<file path="src/rtl/seg7_pkg.sv">
// Shared definitions for the seven-segment scan display.
//   SEG_BLANK / SEG_ZERO / SEG_MINUS : segment patterns, bit order {a,b,c,d,e,f,g}, 1 = lit
//   state_t                          : load/convert FSM state
//   nib2seg()                        : 4-bit digit -> segment pattern
package seg7_pkg;

    localparam logic [6:0] SEG_BLANK = 7'b0000000;
    localparam logic [6:0] SEG_MINUS = 7'b0000001;
    localparam logic [6:0] SEG_ZERO  = 7'b1111110;

    typedef enum logic [1:0] {
        ST_IDLE,
        ST_CAPT,
        ST_CONV
    } state_t;

    function automatic logic [6:0] nib2seg(input logic [3:0] nib);
        logic [6:0] s;
        case (nib)
            4'h0: s = 7'h7E;
            4'h1: s = 7'h30;
            4'h2: s = 7'h6D;
            4'h3: s = 7'h79;
            4'h4: s = 7'h33;
            4'h5: s = 7'h5B;
            4'h6: s = 7'h5F;
            4'h7: s = 7'h70;
            4'h8: s = 7'h7F;
            4'h9: s = 7'h7B;
            4'hA: s = 7'h77;
            4'hB: s = 7'h1F;
            4'hC: s = 7'h4E;
            4'hD: s = 7'h3D;
            4'hE: s = 7'h4F;
            default: s = 7'h47;
        endcase
        return s;
    endfunction

endpackage

</file>
<file path="src/rtl/seg7_scan_display_if.sv">
// Load channel of the seven-segment display driver.
//   load_valid  : new value offered (master -> slave)
//   load_ready  : driver idle, load accepted on valid & ready (slave -> master)
//   load_data   : value to display, DATA_W bits
//   load_signed : load_data is two's complement
//   load_hex    : 1 = hex digits, 0 = decimal digits
interface seg7_scan_display_if #(
    parameter int DATA_W = 32
);
    logic              load_valid;
    logic              load_ready;
    logic [DATA_W-1:0] load_data;
    logic              load_signed;
    logic              load_hex;

    modport master (
        output load_valid, load_data, load_signed, load_hex,
        input  load_ready
    );

    modport slave (
        input  load_valid, load_data, load_signed, load_hex,
        output load_ready
    );
endinterface

</file>
<file path="src/rtl/seg7_bin2bcd.sv">
// Sequential double-dabble binary -> BCD converter.
//   clk, rst : clock, synchronous active-high reset
//   start    : one-cycle pulse; bin is sampled and the first shift step is done on this edge
//   bin      : unsigned value, DATA_W bits
//   done     : one-cycle pulse in the cycle after the last of DATA_W shift steps
//   bcd      : DIGITS BCD nibbles, valid while done is high (held afterwards)
//   ovf      : a 1 was shifted out of the top nibble (value >= 10^DIGITS)
module seg7_bin2bcd #(
    parameter int DATA_W = 32,
    parameter int DIGITS = 8
) (
    input  logic                clk,
    input  logic                rst,
    input  logic                start,
    input  logic [DATA_W-1:0]   bin,
    output logic                done,
    output logic [4*DIGITS-1:0] bcd,
    output logic                ovf
);

    localparam int CNT_W = $clog2(DATA_W + 1);

    logic [DATA_W-1:0]   shreg;
    logic [CNT_W-1:0]    cnt;    // shift steps still to do
    logic [4*DIGITS-1:0] cur;
    logic [4*DIGITS-1:0] adj;
    logic                cur_bit;

    // The start edge performs step 1 directly from bin, so the whole
    // conversion takes exactly DATA_W edges starting with start.
    always_comb begin
        cur     = start ? '0 : bcd;
        cur_bit = start ? bin[DATA_W-1] : shreg[DATA_W-1];
        adj     = cur;
        for (int unsigned i = 0; i < DIGITS; i++) begin
            if (cur[4*i +: 4] >= 4'd5) begin
                adj[4*i +: 4] = cur[4*i +: 4] + 4'd3;
            end
        end
    end

    always_ff @(posedge clk) begin
        if (rst) begin
            shreg <= '0;
            cnt   <= '0;
            bcd   <= '0;
            ovf   <= 1'b0;
            done  <= 1'b0;
        end else begin
            done <= 1'b0;
            if (start) begin
                shreg <= bin << 1;
                bcd   <= {adj[4*DIGITS-2:0], cur_bit};
                ovf   <= 1'b0;
                cnt   <= CNT_W'(DATA_W - 1);
                done  <= (DATA_W == 1);
            end else if (cnt != '0) begin
                shreg <= shreg << 1;
                bcd   <= {adj[4*DIGITS-2:0], cur_bit};
                ovf   <= ovf | adj[4*DIGITS-1];
                cnt   <= cnt - 1'b1;
                done  <= (cnt == CNT_W'(1));
            end
        end
    end

endmodule

</file>
<file path="src/rtl/seg7_scan_display.sv">
// Multi-digit seven-segment display driver: accepts a value over the load
// channel, converts it to decimal (double-dabble) or hex, and time-multiplexes
// DIGITS digits plus a sign indicator.
//   clk, rst : clock, synchronous active-high reset
//   load     : load channel (slave modport of seg7_scan_display_if)
//   busy     : conversion in progress (state != IDLE)
//   ovf      : last value needed more than DIGITS digits (low digits shown)
//   seg      : {a,b,c,d,e,f,g}, 1 = lit, for the digit selected by an
//   an       : one-hot digit enable, bit 0 = least significant digit
//   neg      : minus sign
// Build option: define SEG7_LZ_BLANK_EN to blank digits above the most
// significant nonzero digit (digit 0 is never blanked).
module seg7_scan_display
    import seg7_pkg::*;
#(
    parameter int DATA_W   = 32,
    parameter int DIGITS   = 8,
    parameter int SCAN_DIV = 1000
) (
    input  logic              clk,
    input  logic              rst,
    seg7_scan_display_if.slave load,
    output logic              busy,
    output logic              ovf,
    output logic [6:0]        seg,
    output logic [DIGITS-1:0] an,
    output logic              neg
);

    localparam int IDX_W = (DIGITS > 1) ? $clog2(DIGITS) : 1;
    localparam int PRE_W = (SCAN_DIV > 1) ? $clog2(SCAN_DIV) : 1;
    localparam int HB    = (DATA_W < 4*DIGITS) ? DATA_W : 4*DIGITS;

    state_t              state;
    logic [DATA_W-1:0]   mag_q;
    logic                sign_q;
    logic                hex_q;
    logic [4*DIGITS-1:0] disp;

    logic                accept;
    logic                in_neg;
    logic [DATA_W-1:0]   mag_in;
    logic [4*DIGITS-1:0] hex_digits;
    logic                hex_ovf;
    logic                conv_start;
    logic                conv_done;
    logic                conv_ovf;
    logic [4*DIGITS-1:0] conv_bcd;
    logic [4*DIGITS-1:0] disp_next;
    logic                neg_next;
    logic                ovf_next;

    logic [PRE_W-1:0]    pre;
    logic                pre_wrap;
    logic [IDX_W-1:0]    idx;
    logic [IDX_W-1:0]    idx_next;
    logic [DIGITS-1:0]   an_next;
    logic [3:0]          nib;
    logic [6:0]          seg_next;
`ifdef SEG7_LZ_BLANK_EN
    logic [IDX_W-1:0]    msd;
`endif

    assign busy            = (state != ST_IDLE);
    assign load.load_ready = ~busy & ~rst;
    assign accept          = load.load_valid & load.load_ready;
    assign conv_start      = (state == ST_CAPT) & ~hex_q;

    // Magnitude is formed at the accept edge and consumed in CAPT; the most
    // negative input naturally maps to 2^(DATA_W-1).
    assign in_neg = load.load_signed & load.load_data[DATA_W-1];
    assign mag_in = in_neg ? -load.load_data : load.load_data;

    always_comb begin
        hex_digits = '0;
        hex_ovf    = 1'b0;
        for (int unsigned b = 0; b < HB; b++) begin
            hex_digits[b] = mag_q[b];
        end
        for (int unsigned b = HB; b < DATA_W; b++) begin
            hex_ovf = hex_ovf | mag_q[b];
        end
    end

    seg7_bin2bcd #(
        .DATA_W (DATA_W),
        .DIGITS (DIGITS)
    ) u_bin2bcd (
        .clk   (clk),
        .rst   (rst),
        .start (conv_start),
        .bin   (mag_q),
        .done  (conv_done),
        .bcd   (conv_bcd),
        .ovf   (conv_ovf)
    );

    // Next display contents; digits, sign and ovf always switch together.
    always_comb begin
        disp_next = disp;
        neg_next  = neg;
        ovf_next  = ovf;
        if ((state == ST_CAPT) && hex_q) begin
            disp_next = hex_digits;
            neg_next  = sign_q;
            ovf_next  = hex_ovf;
        end else if ((state == ST_CONV) && conv_done) begin
            disp_next = conv_bcd;
            neg_next  = sign_q;
            ovf_next  = conv_ovf;
        end
    end

    // seg is decoded from next-cycle digit index and display contents so the
    // registered seg/an pair tracks display updates without a cycle of lag.
    always_comb begin
        pre_wrap = (pre == PRE_W'(SCAN_DIV - 1));
        idx_next = idx;
        if (pre_wrap) begin
            idx_next = (idx == IDX_W'(DIGITS - 1)) ? '0 : idx + 1'b1;
        end
        an_next           = '0;
        an_next[idx_next] = 1'b1;
        nib               = disp_next[4*idx_next +: 4];
        seg_next          = nib2seg(nib);
`ifdef SEG7_LZ_BLANK_EN
        msd = '0;
        for (int unsigned i = 1; i < DIGITS; i++) begin
            if (disp_next[4*i +: 4] != 4'd0) begin
                msd = IDX_W'(i);
            end
        end
        if (idx_next > msd) begin
            seg_next = SEG_BLANK;
        end
`endif
    end

    always_ff @(posedge clk) begin
        if (rst) begin
            state  <= ST_IDLE;
            mag_q  <= '0;
            sign_q <= 1'b0;
            hex_q  <= 1'b0;
            disp   <= '0;
            neg    <= 1'b0;
            ovf    <= 1'b0;
            pre    <= '0;
            idx    <= '0;
            an     <= DIGITS'(1);
            seg    <= SEG_ZERO;
        end else begin
            disp <= disp_next;
            neg  <= neg_next;
            ovf  <= ovf_next;
            pre  <= pre_wrap ? '0 : pre + 1'b1;
            idx  <= idx_next;
            an   <= an_next;
            seg  <= seg_next;
            case (state)
                ST_IDLE: begin
                    if (accept) begin
                        mag_q  <= mag_in;
                        sign_q <= in_neg & (mag_in != '0);
                        hex_q  <= load.load_hex;
                        state  <= ST_CAPT;
                    end
                end
                ST_CAPT: state <= hex_q ? ST_IDLE : ST_CONV;
                ST_CONV: if (conv_done) state <= ST_IDLE;
                default: state <= ST_IDLE;
            endcase
        end
    end

endmodule
</file>
<file path="src/flat_wrapper.sv">
// flat-port wrapper written by rule: the top's interface ports become plain ports
module seg7_scan_display_flat import seg7_pkg::*;
#(
    parameter int DATA_W   = 32,
    parameter int DIGITS   = 8,
    parameter int SCAN_DIV = 1000
)
  (clk, rst, busy, ovf, seg, an, neg, load_load_valid, load_load_data, load_load_signed, load_load_hex, load_load_ready);
  seg7_scan_display_if #(.DATA_W(DATA_W)) load_i ();
  input  logic clk;
  input  logic rst;
  output logic busy;
  output logic ovf;
  output logic [6:0] seg;
  output logic [DIGITS-1:0] an;
  output logic neg;
  input wire logic [$bits(load_i.load_valid)-1:0] load_load_valid;
  input wire logic [$bits(load_i.load_data)-1:0] load_load_data;
  input wire logic [$bits(load_i.load_signed)-1:0] load_load_signed;
  input wire logic [$bits(load_i.load_hex)-1:0] load_load_hex;
  output wire logic [$bits(load_i.load_ready)-1:0] load_load_ready;
  assign load_i.load_valid = load_load_valid;
  assign load_i.load_data = load_load_data;
  assign load_i.load_signed = load_load_signed;
  assign load_i.load_hex = load_load_hex;
  assign load_load_ready = load_i.load_ready;
  seg7_scan_display #(.DATA_W(DATA_W), .DIGITS(DIGITS), .SCAN_DIV(SCAN_DIV)) u_core (.clk(clk), .rst(rst), .load(load_i), .busy(busy), .ovf(ovf), .seg(seg), .an(an), .neg(neg));
endmodule
</file>
<file path="config.mk">
export PLATFORM = sky130hd
export DESIGN_NAME = seg7_scan_display_flat
export DESIGN_NICKNAME = d
export VERILOG_FILES = /design/src/rtl/seg7_pkg.sv /design/src/rtl/seg7_scan_display_if.sv /design/src/rtl/seg7_bin2bcd.sv /design/src/rtl/seg7_scan_display.sv /design/src/flat_wrapper.sv
export SDC_FILE = /design/constraint.sdc
export NUM_CORES = 1
export LEC_CHECK = 0
export BUFFER_PORTS_ARGS = -buffer_cell sky130_fd_sc_hd__buf_2
export CAP_MARGIN = 10
export CELL_PAD_IN_SITES_DETAIL_PLACEMENT = 1
export CELL_PAD_IN_SITES_GLOBAL_PLACEMENT = 2
export CORE_ASPECT_RATIO = 1.4
export CORE_UTILIZATION = 38
export CTS_BUF_LIST = sky130_fd_sc_hd__clkbuf_2 sky130_fd_sc_hd__clkbuf_4 sky130_fd_sc_hd__clkbuf_8
export CTS_CLUSTER_SIZE = 12
export DETAILED_ROUTE_END_ITERATION = 7
export PLACE_DENSITY_LB_ADDON = 0.1
export SYNTH_ARGS = -nofsm -noshare
export SYNTH_HDL_FRONTEND = slang
export SYNTH_SLANG_ARGS = --single-unit
</file>
<file path="constraint.sdc">
create_clock -name clk -period 3.85 [get_ports clk]
set_clock_uncertainty 0.15 [all_clocks]
set_input_delay 0.77 -clock clk [delete_from_list [all_inputs] [get_ports clk]]
set_output_delay 0.77 -clock clk [all_outputs]
set_load 0.05 [all_outputs]
</file>
==> results of run 1 <==
==> stage by stage <==
stage	area (um2)	power, mW	cells
2_1_floorplan	9170	2.84	1151
3_3_place_gp	9740	3.21	1455
3_5_place_dp	9740	3.24	1455
4_1_cts	10100	4.47	1487
5_1_grt	10100	4.67	1487
6_report	10100	4.41	1487
==> sequential cells by signal, summed over array words and instances (netlist names) <==
name,count
u_core.u_bin2bcd.done,1
u_core.u_bin2bcd.bcd,32
u_core.seg,7
u_core.u_bin2bcd.shreg,31
u_core.an,8
u_core.state,2
u_core.u_bin2bcd.cnt,6
u_core.pre,10
u_core.hex_digits,32
u_core.disp,32
u_core.ovf,1
u_core.sign_q,1
u_core.hex_q,1
u_core.idx,3
u_core.u_bin2bcd.ovf,1
u_core.neg,1
==> worst paths after layout <==
path,end,slack [ns],cells past startpoint
worst max-delay path,u_core.seg[3]$_SDFF_PP1_,0.32,13
worst min-delay path,u_core.u_bin2bcd.shreg[30]$_SDFFE_PP0P_,0.33,2
worst max register to register,u_core.seg[3]$_SDFF_PP1_,0.32,13
worst min register to register,u_core.u_bin2bcd.shreg[30]$_SDFFE_PP0P_,0.33,2
==> logic make-up after synthesis <==
family | synth area share (%)
AOI/OAI and AO/OA | 17.7
and+or+nand+nor | 24.9
xor gates and xnor gates | 4.49
buffers and inverters | 4.41
adders and majority gates | 4.23
muxes | 7.44
DFF | 36.9
==> cell usage in the layout (no fill, tap or decap), types with 12 or more instances in the layout <==
master    Yosys  routed
dfxtp_1     169     169
inv_1        19      19
o21ai_0      72      72
xnor2_1      35      35
buf_2         5      54
nand2b_1     13      13
mux2i_1      49      49
and2_1       15      15
nand2_1     143     142
clkbuf_8      0      18
nor2_1      136     136
ha_1         31      31
nand3_1      60      60
nor4_1       15      15
buf_4         2      22
a211oi_1     24      24
mux2_2       17      17
a21oi_1      75      75
a311oi_1     33      33
and3_1       24      24
xor2_1       12      12
nor3_1       34      34
==> worst max-delay path, delay by kind of cell (launching register included) <==
family                   cells  cell delay (ns)
AO/OA/AOI/OAI                4             0.91
adder cells (fa/ha/maj)      2             0.48
buffers and inverters        1             0.21
flip-flops                   1             0.38
AND/OR/NAND/NOR              6             1.30
==> report_power, final <==
| part | total (mW) | switching [mW] | internal (mW) |
|---|---|---|---|
| Combinational | 1.14 | 0.788 | 0.351 |
| Sequential | 2.03 | 0.134 | 1.90 |
| Clock | 1.24 | 0.713 | 0.527 |
==> metal layers <==
metal | track usage, % | vias up | wire (um)
met5 | 0 | - | 0
met1 | 27.9 | 4113 | 12300
li1 | - | 4115 | -
met4 | 11.1 | 0 | 969
met2 | 45.1 | 106 | 15100
met3 | 3.46 | 47 | 734
==> what timing repair did <==
| item | in CTS | in global routing |
|---|---|---|
| gates resized for setup | 0 | 1 |
| setup endpoints to repair | 0 | 1 |
| hold buffers | 0 | 0 |
==> cell type report <==
type	instances	area, um2
Sequential cell	169	3380
Clock buffer	18	248
Timing Repair Buffer	80	515
Clock inverter	14	126
Inverter	20	75.1
Multi-Input combinational cell	880	5390
Tap cell	306	383
Fill cell	2907	13300
==> results.py, run 1 <==
metrics = {
    "run_status": {
        "status": "completed",
    },
    "sta": {
        "period_minus_slack_ns": 3.53,
        "tns_ns": 0,
        "slew_viol_final": 0,
        "final-hold-violation-count": 0,
        "relSlewSlack_pct": 45.2,
        "setup_viol": 0,
        "rsz0062_at_grt": "no",
        "layout_setup_ws_ns": 0.319,
        "period_share_pct": 91.7,
        "timing.hold.ws_ns": 0.333,
        "fmax_mhz": 283,
        "worst_slew_pin_slew_ns": 0.822,
    },
    "grt": {
        "grt-ovfl-total": 0,
        "grt_pass1_vias": 8574,
        "grt_max_degree": 94,
        "antenna_found_initial": 0,
        "grt_pass1_wl_um": 46700,
        "grt_usage_pct": 24.5,
    },
    "logic_synthesis": {
        "yosys.area.top_type": "dfxtp_1",
        "synth_edf_count": 0,
        "syn-num-nets": 1219,
        "syn_avg_cell_area_um2": 7.96,
        "ys_ff_latch": 169,
        "synth.area.top_cells": "dfxtp_1 37%, nand2_1 5.9%, nor2_1 5.6%",
        "synth_most_common_cell": "dfxtp_1",
        "yosysUniqueCellTypes": 70,
        "yosys-top-cells-count": "169 x dfxtp_1, 143 x nand2_1, 136 x nor2_1",
        "syn_inst": 1151,
        "synth_seq_area_share_pct": 36.9,
        "netlist_area_um2": 9170,
        "yosysWarningCount": 0,
        "synth_top_area_share_pct": 36.9,
        "synth_flop_cell": "dfxtp_1",
        "synthArstFlopShare_pct": 0,
    },
    "routing": {
        "ant_nets": 0,
        "drtIter0Drc": 365,
        "via_per_inst": 5.64,
        "drc": 0,
        "detail_route.wl_per_cell_um": 19.6,
        "finalWirelength_um": 29100,
        "first_pass_iters": 4,
        "vias": 8381,
    },
    "placed_design": {
        "io_buffers": 55,
        "routabilityCongestion": 0.824,
        "dp_slack_ns": 0.239,
        "place_hpwl_um": 21600,
    },
    "clocking": {
        "cts.sinks": 169,
        "cts_tree": "built",
        "clk_latency_ns": 0.49,
        "cts_max_path_buffers": 2,
        "htree_levels": 4,
        "cts_buffers": 17,
        "clockRootBuffer": "clkbuf_8",
        "cts_setup_buffers": 0,
        "clkTransAtPathRegs_ns": 0.10,
    },
    "worst_setup_path": {
        "cp_max_fo": 8,
        "critPathMaxStageDelay_ns": 0.47,
        "startpoint_type": "flip-flop",
        "timing.rr.start": "u_core.pre[0]$_SDFF_PP0_",
        "critPathArrivalTime_ns": 3.77,
        "endpoint_kind": "flip-flop",
        "path_class": "flip-flop to flip-flop",
        "crit_chain": "ha_1 > and3_1 > nand3_1 > a31oi_1 > buf_4 > nor2b_1 > a21oi_1 > nor4b_1 > a41o_1 > ha_1 > nand2_1 > and3_1 > a311o_1",
        "cp_slowest_cell": "nor4b_1",
        "critPathLaunch": "u_core.pre[0]$_SDFF_PP0_",
        "required_ns": 4.09,
    },
    "final_layout": {
        "drive_above_1_share_pct": 12.1,
        "n_antenna_cell": 0,
        "nets": 1236,
        "final_core_util_pct": 43.2,
        "areaGrowthSynthToFinish_pct": 10.4,
    },
    "min_path": {
        "min_path_type": "flip-flop to flip-flop",
        "hold_start": "u_core.u_bin2bcd.shreg[29]$_SDFFE_PP0P_",
    },
    "flow_run": {
        "cap_violations": 0,
    },
    "floorplanning": {
        "die_h_um": 186,
        "ioPinCount": 56,
        "die_w_um": 133,
        "core_um2": 23500,
        "dieArea_um2": 24800,
        "start_util_pct": 39.1,
        "std_cell_rows": 66,
    },
    "power": {
        "irDropWorstVdd_v": 0.000517,
        "power_density_nw_per_um2": 436,
        "power_leakage_nw": 4.03,
    },
}
(Power assumes the default switching activity.)
==> run 2, diff against run 1 <==
--- a/config.mk
+++ b/config.mk
@@ -10,8 +10,7 @@
 export CELL_PAD_IN_SITES_DETAIL_PLACEMENT = 1
 export CELL_PAD_IN_SITES_GLOBAL_PLACEMENT = 2
 export CORE_ASPECT_RATIO = 1.4
-export CORE_UTILIZATION = 38
-export CTS_BUF_LIST = sky130_fd_sc_hd__clkbuf_2 sky130_fd_sc_hd__clkbuf_4 sky130_fd_sc_hd__clkbuf_8
+export CORE_UTILIZATION = 37
 export CTS_CLUSTER_SIZE = 12
 export DETAILED_ROUTE_END_ITERATION = 7
 export PLACE_DENSITY_LB_ADDON = 0.1
==> run 2 against run 1 <==
Compared with the run above: via count increased by 0.42%; global-route usage down 0.23 points; largest power group unchanged; worst setup slack better by 0.063 ns; sequential share of layout area fell by 0.93 points; clock-buffer cell count is 2 higher; core utilization barely moved; hold slack worse by 0.016 ns; critical path depth shrank 2; total power is 17% higher; combinational power is essentially flat.
==> results.py, run 2 (synthesized netlist as in run 1, its figures left out) <==
metrics = {
    "routing": {
        "detail_route.wl_per_cell_um": 20.0,
        "drc": 0,
        "via_per_inst": 5.63,
        "drtIter0Drc": 334,
        "ant_nets": 0,
        "vias": 8416,
        "first_pass_iters": 4,
        "finalWirelength_um": 29900,
    },
    "sta": {
        "period_minus_slack_ns": 3.47,
        "period_share_pct": 90.1,
        "tns_ns": 0,
        "worst_slew_pin_slew_ns": 0.749,
        "rsz0062_at_grt": "no",
        "fmax_mhz": 288,
        "relSlewSlack_pct": 50.1,
        "final-hold-violation-count": 0,
        "slew_viol_final": 0,
        "setup_viol": 0,
    },
    "final_layout": {
        "fillers": 2937,
        "layout_commonest_cell": "dfxtp_1",
        "mostFrequentLayoutCells": "169 x dfxtp_1, 142 x nand2_1, 136 x nor2_1",
        "areaGrowthSynthToFinish_pct": 13.6,
        "n_antenna_cell": 0,
        "nets": 1239,
        "fin_area_um2": 10400,
        "drive_above_1_share_pct": 12.2,
        "multi_input_area_um2": 5390,
        "regArea_um2": 3380,
    },
    "placed_design": {
        "routabilityCongestion": 0.845,
        "place_hpwl_um": 22200,
        "io_buffers": 55,
        "placed_area_um2": 9750,
    },
    "worst_setup_path": {
        "crit_family": "simple AND/OR/NAND/NOR gates",
        "r2r_cells": 11,
        "required_ns": 4.03,
        "crit_chain": "ha_1 > and3_1 > nand3_1 > mux2_2 > and2_1 > nor4b_1 > a41o_1 > ha_1 > nand2_1 > and3_1 > a311o_1",
        "cp_max_fo": 8,
        "startpoint_type": "flip-flop",
        "critPathBufInv": 0,
        "reg2reg_to": "u_core.seg[3]$_SDFF_PP1_",
        "cp_slowest_cell": "nor4b_1",
        "r2r_slack_ns": 0.38,
        "endpoint_kind": "flip-flop",
        "path_class": "flip-flop to flip-flop",
        "timing.rr.start": "u_core.pre[0]$_SDFF_PP0_",
        "critPathArrivalTime_ns": 3.64,
        "critPathMaxStageDelay_ns": 0.43,
    },
    "clocking": {
        "cts_max_path_buffers": 2,
        "clk_latency_ns": 0.45,
        "cts_setup_buffers": 0,
        "cts_buffers": 17,
        "htree_levels": 4,
        "clockRootBuffer": "clkbuf_16",
        "cts.sinks": 169,
        "cts_hold_buf": 0,
        "post_cts_resized": 0,
        "clkTransAtPathRegs_ns": 0.06,
        "cts_tree": "built",
    },
    "floorplanning": {
        "ioPinCount": 56,
        "dieArea_um2": 25400,
        "core_um2": 24100,
        "start_util_pct": 38.0,
        "die_w_um": 135,
        "die_h_um": 188,
        "std_cell_rows": 67,
    },
    "power": {
        "power_density_nw_per_um2": 497,
        "power_leakage_nw": 4.20,
        "irDropWorstVdd_v": 0.000344,
        "p_total_mw": 5.18,
    },
    "grt": {
        "grt_max_degree": 64,
        "grt_pass1_wl_um": 47200,
        "grt-ovfl-total": 0,
        "antenna_found_initial": 0,
        "grt_pass1_vias": 8625,
        "grt_usage_pct": 24.3,
    },
    "flow_run": {
        "cap_violations": 0,
    },
    "min_path": {
        "hold_end": "u_core.pre[0]$_SDFF_PP0_",
        "min_path_cells": 1,
        "hold_start": "u_core.pre[0]$_SDFF_PP0_",
        "min_path_type": "flip-flop to flip-flop",
    },
    "run_status": {
        "status": "completed",
    },
}
run 2: cell types whose count changed in the layout (fill, tap and decap cells not counted), sizes merged:
cell,before,now
clkinvlp,8,1
bufinv,1,6
buf,80,83
clkbuf,18,20
run 2: where the power goes:
| part | leakage, nW | internal (mW) | switching [mW] |
|---|---|---|---|
| sequential | 1.38 | 1.90 | 0.134 |
| clock | 0.324 | 1.23 | 0.746 |
| combinational | 2.50 | 0.367 | 0.794 |
| total | 4.20 | 3.50 | 1.67 |
run 2: worst max-delay path by stage:
| stage | startpoint | end | slack, ns | depth (start not counted) |
|---|---|---|---|---|
| after floorplan | u_core.pre[0]$_SDFF_PP0_ | u_core.seg[3]$_SDFF_PP1_ | 0.80 | 12 |
| after global placement | u_core.pre[0]$_SDFF_PP0_ | u_core.seg[3]$_SDFF_PP1_ | 0.48 | 11 |
| after detailed placement | load_load_data[0] | u_core.sign_q$_SDFFE_PP0P_ | 0.40 | 11 |
| after CTS | u_core.pre[0]$_SDFF_PP0_ | u_core.seg[3]$_SDFF_PP1_ | 0.39 | 11 |
| after global routing | u_core.pre[0]$_SDFF_PP0_ | u_core.seg[3]$_SDFF_PP1_ | 0.05 | 14 |
| final | u_core.pre[0]$_SDFF_PP0_ | u_core.seg[3]$_SDFF_PP1_ | 0.38 | 11 |
run 2: layout make-up:
class	count	area share [%]
clock inverters	12	2.11
multi-input cells	880	51.7
flip-flops and latches	169	32.5
repair buffers	83	4.93
well taps	310	3.72
clock buffers	20	4.29
inverters	20	0.721
run 2: per-stage QoR:
step	cells	setup WS [ns]	utilization, %	hold WS, ns
after floorplan	1151	0.803	-	0.280
after global placement	1462	0.481	40.4	0.295
after detailed placement	1462	0.403	40.4	0.303
after CTS	1494	0.386	43.1	0.318
after global routing	1494	0.0472	43.1	0.339
final	1494	0.383	43.1	0.318
run 2: routing by layer:
metal  routed length [um]  GRT usage, %  up-vias  part of all wire [%]
met1                12700          27.8     4112                    43
met4                 1360          12.7        0                   4.5
met2                15200          43.1      114                    51
met3                  565          3.63       65                   1.9
li1                     -             -     4125                     -
met5                    0             0        -                     0
==> run 3, diff against run 2 <==
--- a/config.mk
+++ b/config.mk
@@ -5,7 +5,7 @@
 export SDC_FILE = /design/constraint.sdc
 export NUM_CORES = 1
 export LEC_CHECK = 0
-export BUFFER_PORTS_ARGS = -buffer_cell sky130_fd_sc_hd__buf_2
+export BUFFER_PORTS_ARGS = -buffer_cell sky130_fd_sc_hd__clkbuf_2
 export CAP_MARGIN = 10
 export CELL_PAD_IN_SITES_DETAIL_PLACEMENT = 1
 export CELL_PAD_IN_SITES_GLOBAL_PLACEMENT = 2
@@ -14,6 +14,7 @@
 export CTS_CLUSTER_SIZE = 12
 export DETAILED_ROUTE_END_ITERATION = 7
 export PLACE_DENSITY_LB_ADDON = 0.1
+export REMOVE_ABC_BUFFERS = 1
 export SYNTH_ARGS = -nofsm -noshare
 export SYNTH_HDL_FRONTEND = slang
 export SYNTH_SLANG_ARGS = --single-unit
==> run 3 against run 2 <==
Compared with the run above: fmax is 1.1% lower; worst setup slack worse by 0.037 ns; largest power group unchanged; first-iteration DRC count is 12% higher; sequential share of layout area is 0.090 points higher; clock power is 5% lower; register-to-register slack worse by 0.04 ns; total power is 1.9% lower; critical endpoint is now u_core.seg[6]$_SDFF_PP1_; design area is 0.28% lower.
==> results.py, run 3 (synthesized netlist as in run 1, its figures left out) <==
metrics = {
    "routing": {
        "first_pass_iters": 4,
        "via_per_inst": 5.60,
        "drtIter0Drc": 373,
        "vias": 8371,
        "detail_route.wl_per_cell_um": 19.6,
        "finalWirelength_um": 29200,
        "drc": 0,
        "ant_nets": 0,
    },
    "sta": {
        "setup_viol": 0,
        "slew_viol_final": 0,
        "worst_slew_pin_slew_ns": 0.714,
        "relSlewSlack_pct": 52.4,
        "rsz0062_at_grt": "no",
        "period_minus_slack_ns": 3.50,
        "timing.hold.ws_ns": 0.316,
        "fmax_mhz": 285,
        "final-hold-violation-count": 0,
        "period_share_pct": 91.0,
        "tns_ns": 0,
    },
    "final_layout": {
        "final_cells": 1495,
        "mostFrequentLayoutCells": "169 x dfxtp_1, 142 x nand2_1, 136 x nor2_1",
        "areaGrowthSynthToFinish_pct": 13.3,
        "n_antenna_cell": 0,
        "nets": 1240,
        "layout_commonest_cell": "dfxtp_1",
        "fillers": 2957,
        "drive_above_1_share_pct": 12.4,
    },
    "placed_design": {
        "place_hpwl_um": 21800,
        "io_buffers": 55,
        "routabilityCongestion": 0.816,
        "place_inst": 1463,
    },
    "clocking": {
        "cts.sinks": 169,
        "cts_hold_buf": 0,
        "cts_tree": "built",
        "cts_buffers": 17,
        "cts_max_path_buffers": 2,
        "htree_levels": 4,
        "clk_latency_ns": 0.44,
        "clkTransAtPathRegs_ns": 0.07,
        "clockRootBuffer": "clkbuf_16",
        "cts_setup_buffers": 0,
    },
    "floorplanning": {
        "ioPinCount": 56,
        "die_h_um": 188,
        "std_cell_rows": 67,
        "die_w_um": 135,
        "dieArea_um2": 25400,
        "start_util_pct": 38.0,
        "core_um2": 24100,
    },
    "worst_setup_path": {
        "crit_chain": "ha_1 > and3_1 > nand3_1 > buf_4 > nor3_1 > a31oi_1 > buf_4 > o22ai_1 > a221o_1 > inv_1 > ha_1 > nor2b_1 > nand4_1 > o41ai_1 > a311oi_1",
        "cp_slowest_cell": "a221o_1",
        "endpoint_kind": "flip-flop",
        "critPathMaxStageDelay_ns": 0.37,
        "cp_max_fo": 12,
        "path_class": "flip-flop to flip-flop",
        "startpoint_type": "flip-flop",
        "required_ns": 4.00,
        "critPathArrivalTime_ns": 3.65,
    },
    "power": {
        "power_density_nw_per_um2": 489,
        "power.share.combinational_pct": 22.9,
        "power_frac_seq_pct": 40.1,
        "switching_share_pct": 33.5,
        "clkPwrFrac_pct": 36.9,
        "power.internal_mw": 3.38,
        "power.switching_mw": 1.70,
        "power_leakage_nw": 4.18,
        "irDropWorstVdd_v": 0.000809,
        "p_total_mw": 5.08,
    },
    "grt": {
        "grt_pass1_vias": 8534,
        "grt_usage_pct": 24.1,
        "antenna_found_initial": 1,
        "grt_max_degree": 68,
        "grt-ovfl-total": 0,
        "grt_pass1_wl_um": 46800,
    },
    "min_path": {
        "min_path_type": "flip-flop to flip-flop",
    },
    "flow_run": {
        "cap_violations": 0,
    },
    "run_status": {
        "status": "completed",
    },
}
==> run 3: cell count changes in the layout (fill, tap and decap cells not counted), moves of 2 or more <==
cell	before	now
buf_2	54	0
buf_4	27	29
bufinv_16	6	4
clkbuf_2	0	54
clkinv_2	3	1
clkinvlp_4	1	3
inv_6	1	3
==> run 3: area by class of cell <==
class / instances / area, um2 / share of cell area (%)
Inverter: 20 / 75.1 / 0.723
Tap cell: 310 / 388 / 3.73
Clock inverter: 13 / 191 / 1.84
Sequential cell: 169 / 3380 / 32.6
Timing Repair Buffer: 84 / 508 / 4.89
Multi-Input combinational cell: 880 / 5400 / 52.0
Clock buffer: 19 / 443 / 4.27
==> run 3: worst max-delay path, delay by kind of cell, from the launching register on <==
| kind | cells | cell delay (ns) |
|---|---|---|
| flip-flops | 1 | 0.34 |
| AND/OR/NAND/NOR | 5 | 0.79 |
| buffers and inverters | 3 | 0.64 |
| adder cells (fa/ha/maj) | 2 | 0.49 |
| AO/OA/AOI/OAI | 5 | 0.96 |
==> run 3: per-stage QoR <==
stage                     utilization, %  setup WS, ns  cell area (um2)
after global placement              40.4         0.422             9740
after global routing                43.0        0.0333            10400
final                               43.0         0.346            10400
after detailed placement            40.4         0.351             9740
after floorplan                        -         -1.81             8840
after CTS                           43.0         0.318            10400
==> run 3: power groups by stage <==
stage / clock (mW) / sequential [mW] / combinational, mW
after floorplan: 0 / 2.05 / 0.711
after global placement: 0 / 2.07 / 1.18
after detailed placement: 0 / 2.08 / 1.18
after CTS: 1.92 / 2.04 / 1.19
after global routing: 1.99 / 2.06 / 1.29
final: 1.88 / 2.04 / 1.17
==> run 3: metal layers <==
metal	up-vias	global-route usage, %	wire [um]
met2	117	43.8	15000
met4	2	10.6	1020
met5	-	0	13
met1	4084	27.6	12400
met3	45	3.31	778
li1	4123	-	-
==> run 3: final timing paths <==
path / startpoint / endpoint / slack (ns) / depth (start not counted)
max: u_core.pre[0]$_SDFF_PP0_ / u_core.seg[6]$_SDFF_PP1_ / 0.35 / 15
min: u_core.pre[0]$_SDFF_PP0_ / u_core.pre[0]$_SDFF_PP0_ / 0.32 / 1
max reg2reg: u_core.pre[0]$_SDFF_PP0_ / u_core.seg[6]$_SDFF_PP1_ / 0.35 / 15
min reg2reg: u_core.pre[0]$_SDFF_PP0_ / u_core.pre[0]$_SDFF_PP0_ / 0.32 / 1
==> run 3: timing repair <==
action / in CTS / in global routing
endpoints found under the hold margin: 0 / 0
endpoints found under the setup margin: 0 / 1
gates resized for setup: 0 / 1
